[src/rtl/pipe_stage_reg.sv]
// rtl/pipe_stage_reg.sv - inter-stage pipeline register with stall decode, flush and multi-cycle context loop
// Optional PIPE_STAGE_PERF_EN adds saturating bubble/hold cycle counters.
module pipe_stage_reg #(
  parameter int DATA_W    = 70,
  parameter int CTX_W     = 64,
  parameter int CNT_W     = 2,
  parameter int STALL_W   = 6,
  parameter int STAGE_IDX = 3
) (
  input  logic               clk,
  input  logic               rst_n,
  input  logic [STALL_W-1:0] stall,
  input  logic               flush,
  input  logic               in_valid,
  input  logic [DATA_W-1:0]  in_payload,
  input  logic [CTX_W-1:0]   in_ctx,
  input  logic [CNT_W-1:0]   in_cnt,
  output logic               out_valid,
  output logic [DATA_W-1:0]  out_payload,
  output logic [CTX_W-1:0]   out_ctx,
  output logic [CNT_W-1:0]   out_cnt
`ifdef PIPE_STAGE_PERF_EN
  ,
  output logic [15:0]        bubble_cnt,
  output logic [15:0]        hold_cnt
`endif
);

  generate
    if (STAGE_IDX < 0 || STAGE_IDX > STALL_W - 2) begin : g_bad_stage_idx
      $error("pipe_stage_reg: STAGE_IDX out of range for STALL_W");
    end
  endgenerate

  logic s_up;
  logic s_dn;
  logic is_bubble;
  logic stall_unused;

  assign s_up         = stall[STAGE_IDX];
  assign s_dn         = stall[STAGE_IDX+1];
  assign is_bubble    = s_up & ~s_dn;
  assign stall_unused = ^stall;

  // Any cycle with s_dn set (legal hold or illegal downstream-only stall) keeps state.
  always_ff @(posedge clk) begin
    if (!rst_n || flush) begin
      out_valid   <= 1'b0;
      out_payload <= '0;
      out_ctx     <= '0;
      out_cnt     <= '0;
    end else if (is_bubble) begin
      out_valid   <= 1'b0;
      out_payload <= '0;
      out_ctx     <= in_ctx;
      out_cnt     <= in_cnt;
    end else if (!s_dn) begin
      out_valid   <= in_valid;
      out_payload <= in_valid ? in_payload : '0;
      out_ctx     <= '0;
      out_cnt     <= '0;
    end
  end

`ifdef PIPE_STAGE_PERF_EN
  always_ff @(posedge clk) begin
    if (!rst_n) begin
      bubble_cnt <= '0;
      hold_cnt   <= '0;
    end else if (!flush) begin
      if (is_bubble && bubble_cnt != 16'hFFFF)
        bubble_cnt <= bubble_cnt + 16'd1;
      if (s_dn && hold_cnt != 16'hFFFF)
        hold_cnt <= hold_cnt + 16'd1;
    end
  end
`endif

endmodule

[config.mk]
export PLATFORM = sky130hd
export DESIGN_NAME = pipe_stage_reg
export DESIGN_NICKNAME = d
export VERILOG_FILES = /design/src/rtl/pipe_stage_reg.sv
export SDC_FILE = /design/constraint.sdc
export NUM_CORES = 1
export LEC_CHECK = 0
export BUFFER_PORTS_ARGS = -buffer_cell sky130_fd_sc_hd__buf_4
export CORE_MARGIN = 2
export CORE_UTILIZATION = 43
export CTS_BUF_LIST = sky130_fd_sc_hd__clkbuf_8
export DETAILED_ROUTE_END_ITERATION = 10
export PLACE_DENSITY = 0.78
export SKIP_CTS_REPAIR_TIMING = 1
export SYNTH_ARGS = -nofsm -noshare
export SYNTH_HDL_FRONTEND = slang
export SYNTH_SLANG_ARGS = --single-unit
[constraint.sdc]
create_clock -name clk -period 0.8 [get_ports clk]
set_input_delay 0.04 -clock clk [delete_from_list [all_inputs] [get_ports clk]]
set_output_delay 0.04 -clock clk [all_outputs]
set_load 0.005 [all_outputs]
==> results of run 1 <==
## cell families (layout without fill, tap and decap cells)
logic type | after synthesis | after routing | share of synthesized area
AND/OR/NAND/NOR | 275 | 275 | 0.2666
multiplexers | 1 | 1 | 0.001723
other | 0 | 2 | 0
flip-flops | 137 | 137 | 0.4721
AO/OA/AOI/OAI | 136 | 136 | 0.2033
buffers and inverters | 68 | 500 | 0.05621
## per-stage QoR
stage,std cells,utilization
2_1_floorplan,617,-
3_3_place_gp,1049,0.6327
3_5_place_dp,1049,0.6327
4_1_cts,1079,0.6607
5_1_grt,1227,0.8217
6_report,1227,0.8217
## state kept, by name (all words and copies together), names as in the netlist
name / cells
out_cnt: 2
out_valid: 1
out_ctx: 64
out_payload: 70
## layout by cell type, fill, tap and decap left out
cell type	n
nand3b_1	136
a211oi_1	5
dfxtp_2	137
clkinvlp_4	3
buf_4	176
nor3_1	1
nand2_1	136
diode_2	2
clkinv_2	3
bufinv_16	2
nand2b_4	1
mux2i_1	1
buf_12	18
nor2b_4	1
inv_1	3
buf_6	138
a211oi_2	65
clkbuf_8	19
a21oi_1	66
dlygate4sd3_1	138
## area by class of cell
cell class | count | area, µm² | share of cell area
repair buffers | 470 | 4617 | 0.4243
flip-flops and latches | 137 | 2914 | 0.2678
multi-input cells | 412 | 2755 | 0.2532
clock buffers | 19 | 261.5 | 0.02403
well taps | 176 | 220.2 | 0.02024
clock inverters | 11 | 108.9 | 0.01000
diodes | 2 | 5.005 | 0.0004599
## metal layers
metal,up-vias,track usage,wire length (µm)
li1,2988,-,-
met1,3189,0.2721,8255
met2,300,0.3704,13030
met3,92,0.07028,1374
met4,0,0.09738,1189
met5,-,0,0
## worst register-to-register path, delay by kind of cell (launching register included)
| kind | cells | cell delay (ps) |
|---|---|---|
| flip-flops | 1 | 360 |
| buffers and inverters | 1 | 110 |
| AO/OA/AOI/OAI | 1 | 210 |
| AND/OR/NAND/NOR | 1 | 60 |
## report_power, final
part           leakage (nW)  total, mW  internal [mW]  switching, mW
registers              1.18       7.06           6.96         0.0957
logic                  2.84       2.77           1.64           1.13
clock network         0.193       5.61           2.84           2.77
total                  4.21       15.4           11.4           4.00
## how the worst max path moves through the flow
stage / startpoint / slack [ps] / end
finish: out_payload[23] / -170 / out_payload[23]
global route: out_payload[43] / -210 / out_payload[43]
CTS: out_payload[46] / -230 / out_payload[46]
detailed placement: stall[4] / -140 / out_ctx[51]
global placement: stall[4] / -110 / out_ctx[58]
floorplan: flush / 9 / out_ctx[33]
==> reports/results.tsv, run 1 <==
metric	value	unit
Top FF cell, synth	dfxtp_1	
CP Class	reg -> out	
R2R depth	3	
Hold Slack	-3.388	ps
Starting DRT DRC Count	461	
unrepaired setup endpoints after global routing	yes	
synthesized area per cell	9.415	µm²
clk root buf	clkbuf_8	
VDD IR-drop max	0.001136	V
ratio of final minimum period to clock period	1.217	
cell family with most CP delay	flip-flops	
max incr delay on CP	360	ps
Mapped Cells	617	
Setup WS pre-CTS	-138.5	ps
Critical Path AT	930	ps
worst path required time	760	ps
yosys warns	0	
total CTS buffers	17	
P_leak	4.213	nW
Worst setup SP type	register	
CP max stage cell	dfxtp_2	
routed length per instance	19.44	µm
die width	120.2	µm
total track usage	0.2253	
setup ws final	-173.8	ps
worst rel slew slack	0.7595	
CTS tree	built	
Ports	283	
post-DP HPWL	11.70	mm
cell breakdown of the critical path	buf_6	
Max Fclk	1.027	GHz
Worst Max-Slew Pin Slew	360.7	ps
worst skew pair latency	460	ps
drt pass-1 iters	5	
DR vias/cell	5.354	
Worst Hold Endpoint	out_payload[36]	
site row count	42	
area of placed instances	8379	µm²
Crit Path Max Fanout	2	
initial core utilization	0.4387	
Worst Hold Launch	stall[4]	
Routed Wire Length	23.85	mm
Total Neg Setup Slack	-19490	ps
htree depth	4	
Port Buf Inserts	278	
status	complete, but fails checks	
failing checks	negative hold slack, negative setup slack	
total power draw	15.44	mW
top-count cell post-synth	dfxtp_1	
number of global-route vias before repair	5218	
worst hold path type	in -> reg	
Setup Viol. Count Final	138	
Post-Route Skew	0	ps
# fillers	705	
Synth top cells by count	dfxtp_1 (137), nand2_1 (136), nand3b_1 (136), a21oi_1 (66), a211oi_2 (65)	
net count after synthesis	763	
Routed Antenna Nets	0	
Post-synth ARST share	0	
reg-to-reg startpoint	out_payload[1]	
GRT overflow	0	
clk buf depth	2	
clock-pin slew on the worst setup and hold paths	80	ps
vias post-DR	6569	
Max Cap Viol	0	
first-pass GRT wire length	25.90	mm
pin count of the biggest net entering global routing	60	
leading area contributor after synthesis	dfxtp_1	
drt drc	0	
Die Y	120.2	µm
Worst path depth	1	
Yosys cell types	16	
endpoint class of the critical path	output pin	
register area share after synthesis	0.4721	
Pins Over Slew Limit	0	
Final Net Count	1184	
flop and latch count out of synthesis	137	
worst r2r dst	out_payload[1]	
Post-synth EDFFs	0	
synthesized cell area	5809	µm²
worst path bufs/invs	1	
Final Hold Viols	1	
Reg2Reg Setup Slack	-20	ps
pwr dens	1419	nW/µm²
die area	14460	µm²
Sink Count	137	
area growth from synthesis to layout	87.31	%
area of the core	13240	µm²
Final Critical Period	973.8	ps
layout cells sized above 1	0.5367	
Synth top area share	0.4721	
final RePlAce weighted congestion	0.7960	
initial antenna violation count	2	
fin area	10880	µm²
Hold Path Stages	3	
largest cells by area after synthesis	dfxtp_1 (47%), nand3b_1 (18%), a211oi_2 (14%)	
No activity file was read; power rests on OpenSTA's default activity.
==> run 2: changes to the inputs <==
ABC_AREA = 1   (was default)
CORE_UTILIZATION = 42   (was 43)
==> reports/results.tsv, run 2 <==
metric	value	unit	change
Total Neg Setup Slack	-16010	ps	+3485 ps
clk buf depth	2		unchanged
drt pass-1 iters	7		+2
cell family with most CP delay	flip-flops		
max incr delay on CP	360	ps	about the same
Routed Antenna Nets	0		unchanged
drt drc	0		unchanged
Die Y	117.5	µm	-2.3%
post-DP HPWL	11.53	mm	-1.4%
Synth top area share	0.5068		+0.03471
status	complete, but fails checks		
Setup Viol. Count Final	137		-0.72%
routed length per instance	16.96	µm	-13%
XOR/XNOR Fraction of Synth Area	0		unchanged
vias post-DR	6919		+5.3%
Ports	283		unchanged
Synth Area in Adders	0		unchanged
Max Cap Viol	0		unchanged
Max Fclk	1.062	GHz	+3.4%
CTS tree	built		
commonest non-fill, non-tap cell in the layout	nand2_1		
pwr dens	1389	nW/µm²	-2.1%
worst path bufs/invs	1		unchanged
Mapped Cells	757		+23%
layout cells sized above 1	0.4055		-0.1313
Sink Count	137		unchanged
Critical Path AT	900	ps	-30 ps
Post-Route Skew	0	ps	unchanged
VDD IR-drop max	0.001082	V	-4.7%
clk root buf	clkbuf_8		
Crit Path Max Fanout	2		unchanged
unrepaired setup endpoints after global routing	yes		
top-count cell post-synth	nand2_1		
Biggest register	out_payload		
Worst Max-Slew Pin Slew	398.4	ps	+37.67 ps
total power draw	14.09	mW	-8.7%
Port Buf Inserts	278		unchanged
worst path required time	760	ps	about the same
worst rel slew slack	0.7344		-0.02512
leading area contributor after synthesis	dfxtp_1		
reg-to-reg startpoint	out_ctx[34]		
worst r2r dst	out_ctx[34]		
yosys warns	0		unchanged
Starting DRT DRC Count	676		+47%
Routed Wire Length	22.86	mm	-4.1%
Post-synth EDFFs	0		unchanged
area of placed instances	7736	µm²	-7.7%
cell breakdown of the critical path	buf_6		
net count after synthesis	903		+18%
synthesized cell area	5411	µm²	-6.8%
pin count of the biggest net entering global routing	57		-5.0%
site row count	41		-2.4%
total CTS buffers	17		unchanged
R2R depth	3		unchanged
final RePlAce weighted congestion	0.8140		+2.3%
area growth from synthesis to layout	87.54	%	
Synth top cells by count	nand2_1 (280), dfxtp_1 (137), nand3_1 (137), inv_1 (71), a21oi_1 (66)		
CP Class	reg -> out		
htree depth	4		unchanged
flop and latch count out of synthesis	137		unchanged
Hold Slack	28.07	ps	+31.46 ps
max reg flops	70		unchanged
worst hold path type	in -> reg		
first-pass GRT wire length	26.45	mm	+2.1%
CP max stage cell	dfxtp_2		
Largest regs	out_payload: 70 flops, out_ctx: 64 flops, out_cnt: 2 flops		
GRT overflow	0		unchanged
Pins Over Slew Limit	0		unchanged
synthesized area per cell	7.149	µm²	-24%
Hold Path Stages	5		+2
setup ws final	-141.8	ps	+32.01 ps
Final Critical Period	941.8	ps	-32.01 ps
register area share after synthesis	0.5068		+0.03471
post-synthesis mux area share	0		-0.001723
worst skew pair latency	430	ps	-30 ps
total track usage	0.2354		+0.01008
Final Hold Viols	0		-1
P_leak	5.151	nW	+22%
Post-synth ARST share	0		unchanged
Top FF cell, synth	dfxtp_1		
Worst Hold Endpoint	out_valid		
commonest non-fill, non-tap cells in the layout	nand2_1 (278), buf_4 (164)		
Compound-Gate Fraction of Synth Area	0.06104		-0.1423
DR vias/cell	5.133		-4.1%
Worst Hold Launch	flush		
Reg2Reg Setup Slack	40	ps	+60 ps
synthesized-area fraction occupied by and/or/nand/nor cells	0.3255		+0.05891
failing checks	negative setup slack		
die width	117.5	µm	-2.3%
die area	13810	µm²	-4.5%
area of the core	12620	µm²	-4.7%
Yosys cell types	12		-4
Worst setup SP type	register		
ratio of final minimum period to clock period	1.177		-0.04001
fin area	10150	µm²	-6.7%
endpoint class of the critical path	output pin		
number of global-route vias before repair	5481		+5.0%
initial core utilization	0.4288		-0.009869
clock-pin slew on the worst setup and hold paths	70	ps	about the same
Final Net Count	1310		+11%
largest cells by area after synthesis	dfxtp_1 (51%), nand2_1 (19%), nand3_1 (13%)		
initial antenna violation count	2		unchanged
largest family of logic cells by synthesized area	simple AND/OR/NAND/NOR gates		
==> run 2: cell count changes in the layout (fill, tap and decap cells not counted), moves of 3 or more <==
cell        delta
a211oi_1       -5
clkinvlp_4     -3
a211oi_2      -65
nand3b_1     -136
nand3_1      +137
buf_12         -8
nand2_1      +142
buf_4         -12
inv_1         +74
==> run 2: final cells by class <==
cell class,instances,area (µm²)
Clock buffer,18,247.7
Inverter,73,276.5
Tap cell,172,215.2
Fill cell,684,2471
Clock inverter,11,47.55
Multi-Input combinational cell,487,2097
Timing Repair Buffer,448,4345
Antenna cell,2,5.005
Sequential cell,137,2914
==> run 2: where the power goes <==
group          internal [mW]  leakage (nW)  total [mW]  switching [mW]
Combinational           1.42          3.79        2.48            1.05
Sequential              6.97          1.18        7.06          0.0979
Clock                   2.07         0.181        4.55            2.48
==> run 2: logic make-up (layout without fill, tap and decap cells) <==
kind of cell / Yosys count / count (layout)
simple gates: 421 / 421
flops: 137 / 137
buf+inv: 133 / 550
compound gates: 66 / 66
other cells: 0 / 2
==> run 2: metal layers <==
| layer | share of wire | wire (µm) | GRT usage |
|---|---|---|---|
| met1 | 0.37 | 8406 | 0.2688 |
| met2 | 0.50 | 11500 | 0.3980 |
| met3 | 0.078 | 1792 | 0.09060 |
| met4 | 0.051 | 1156 | 0.09111 |
| met5 | 0 | 0 | 0 |
==> run 2: stage by stage <==
step	std cells	utilization	setup WS [ps]
floorplan	757	-	40.92
global placement	1173	0.6130	-179.9
detailed placement	1173	0.6130	-191.0
CTS	1202	0.6364	-201.0
global route	1348	0.8042	-176.5
finish	1348	0.8042	-141.8
==> run 2: worst max path at each step <==
stage / start / to / slack, ps / depth (start not counted)
after global placement: flush / out_payload[26] / -180 / 7
after detailed placement: flush / out_payload[2] / -190 / 7
after floorplan: stall[3] / out_payload[0] / 40 / 7
final: out_ctx[57] / out_ctx[57] / -140 / 1
after global routing: out_ctx[10] / out_ctx[10] / -180 / 1
after CTS: out_ctx[10] / out_ctx[10] / -200 / 1
==> run 3: changes to the inputs <==
CELL_PAD_IN_SITES_DETAIL_PLACEMENT = 0   (was default)
CELL_PAD_IN_SITES_GLOBAL_PLACEMENT = 2   (was default)
CORE_UTILIZATION = 21   (was 42)
PLACE_DENSITY = 0.77   (was 0.78)
==> reports/results.tsv, run 3 (synthesis gave the netlist of run 2 again) <==
metric	value	unit	change
initial core utilization	0.2143		-0.2145
layout cells sized above 1	0.4135		+0.008051
Routed Wire Length	21.01	mm	-8.1%
GRT overflow	0		unchanged
clock-pin slew on the worst setup and hold paths	90	ps	+20 ps
Crit Path Max Fanout	2		unchanged
cell family with most CP delay	flip-flops		
die area	27070	µm²	+96%
area growth from synthesis to layout	96.56	%	
worst path bufs/invs	1		unchanged
cell breakdown of the critical path	buf_6		
clk root buf	clkbuf_8		
total CTS buffers	17		unchanged
P_leak	5.255	nW	+2.0%
site row count	58		+41%
DR vias/cell	4.091		-20%
vias post-DR	6198		-10%
total track usage	0.1386		-0.09678
Biggest register	out_payload		
Routed Antenna Nets	0		unchanged
Ports	283		unchanged
max reg flops	70		unchanged
Sink Count	137		unchanged
Final Net Count	1318		+0.61%
CP Class	reg -> out		
die width	164.5	µm	+40%
Largest regs	out_payload: 70 flops, out_ctx: 64 flops, out_cnt: 2 flops		
Critical Path AT	910	ps	about the same
routed length per instance	13.87	µm	-18%
ratio of final minimum period to clock period	1.182		+0.005010
commonest non-fill, non-tap cell in the layout	nand2_1		
Max Fclk	1.057	GHz	-0.42%
Pins Over Slew Limit	0		unchanged
Final Critical Period	945.8	ps	+4.008 ps
drt drc	0		unchanged
area of the core	25250	µm²	+100%
CP max stage cell	dfxtp_2		
Setup WS pre-CTS	-227.2	ps	-36.24 ps
final RePlAce weighted congestion	0.7526		-7.5%
unrepaired setup endpoints after global routing	yes		
setup ws final	-145.8	ps	-4.008 ps
first-pass GRT wire length	29.33	mm	+11%
CTS tree	built		
VDD IR-drop max	0.0007258	V	-33%
total power draw	15.74	mW	+12%
htree depth	4		unchanged
worst hold path type	in -> reg		
worst rel slew slack	0.6837		-0.05066
Worst Max-Slew Pin Slew	474.4	ps	+75.99 ps
drt pass-1 iters	4		-3
Die Y	164.5	µm	+40%
Port Buf Inserts	278		unchanged
pwr dens	1480	nW/µm²	+6.6%
Worst setup SP type	register		
Setup Viol. Count Final	137		unchanged
worst skew pair latency	430	ps	about the same
Final Hold Viols	0		unchanged
Starting DRT DRC Count	239		-65%
endpoint class of the critical path	output pin		
Post-Route Skew	0	ps	unchanged
number of global-route vias before repair	5340		-2.6%
Max Cap Viol	0		unchanged
Antenna Cells	0		-2
clk buf depth	2		unchanged
Finished Layout Cells	1515		+12%
failing checks	negative setup slack		
worst path required time	760	ps	about the same
status	complete, but fails checks		
commonest non-fill, non-tap cells in the layout	nand2_1 (279), buf_4 (163)		
max incr delay on CP	370	ps	about the same
placed cell count	1341		+14%
post-DP HPWL	13.64	mm	+18%
initial antenna violation count	0		-2
pin count of the biggest net entering global routing	43		-25%
## run 3: cell types whose count changed in the layout (fill, tap and decap cells not counted)
cell and delta:
buf_12 +9, buf_4 -1, bufinv_16 +3, clkinv_2 -5
clkinv_4 +3, clkinvlp_4 +3, diode_2 -2, inv_1 -4
inv_6 +3, nand2_1 +1, nand2_2 -1
## run 3: power by group
| part | switching [mW] | internal [mW] | total, mW | leakage, nW |
|---|---|---|---|---|
| Sequential | 0.0893 | 6.96 | 7.05 | 1.18 |
| Clock | 3.00 | 3.19 | 6.19 | 0.209 |
| Combinational | 0.999 | 1.51 | 2.50 | 3.87 |
| Total | 4.09 | 11.7 | 15.7 | 5.25 |
## run 3: area by class of cell
class / instances / area, µm²
inverters: 73 / 276.5
clock inverters: 14 / 172.7
well taps: 330 / 412.9
multi-input cells: 487 / 2095
flip-flops and latches: 137 / 2914
clock buffers: 18 / 247.7
repair buffers: 456 / 4518
fillers: 2557 / 14620
## run 3: final timing paths
check	start	endpoint	slack, ps	cells after the start
max reg2reg	out_ctx[16]	out_ctx[16]	80	3
min	flush	out_valid	20	5
min reg2reg	out_ctx[31]	out_ctx[31]	470	2
max	out_payload[61]	out_payload[61]	-150	1
## run 3: stage by stage
step	hold WS [ps]	TNS [ps]	cell area (µm²)	utilization
2_1_floorplan	182.9	0	5411	-
3_3_place_gp	318.3	-21710	8122	0.3216
3_5_place_dp	322.9	-22020	8122	0.3216
4_1_cts	-186.1	-24880	8542	0.3382
5_1_grt	13.06	-25050	10640	0.4212
6_report	24.20	-15870	10640	0.4212
## run 3: routing by layer
metal  vias to the layer above  wire length [µm]  global-route usage
li1                       3194                 -                   -
met1                      2801              9023              0.1685
met2                       190             10180              0.2261
met3                        13              1623             0.06228
met4                         0               180             0.02925
met5                         -                 0                   0
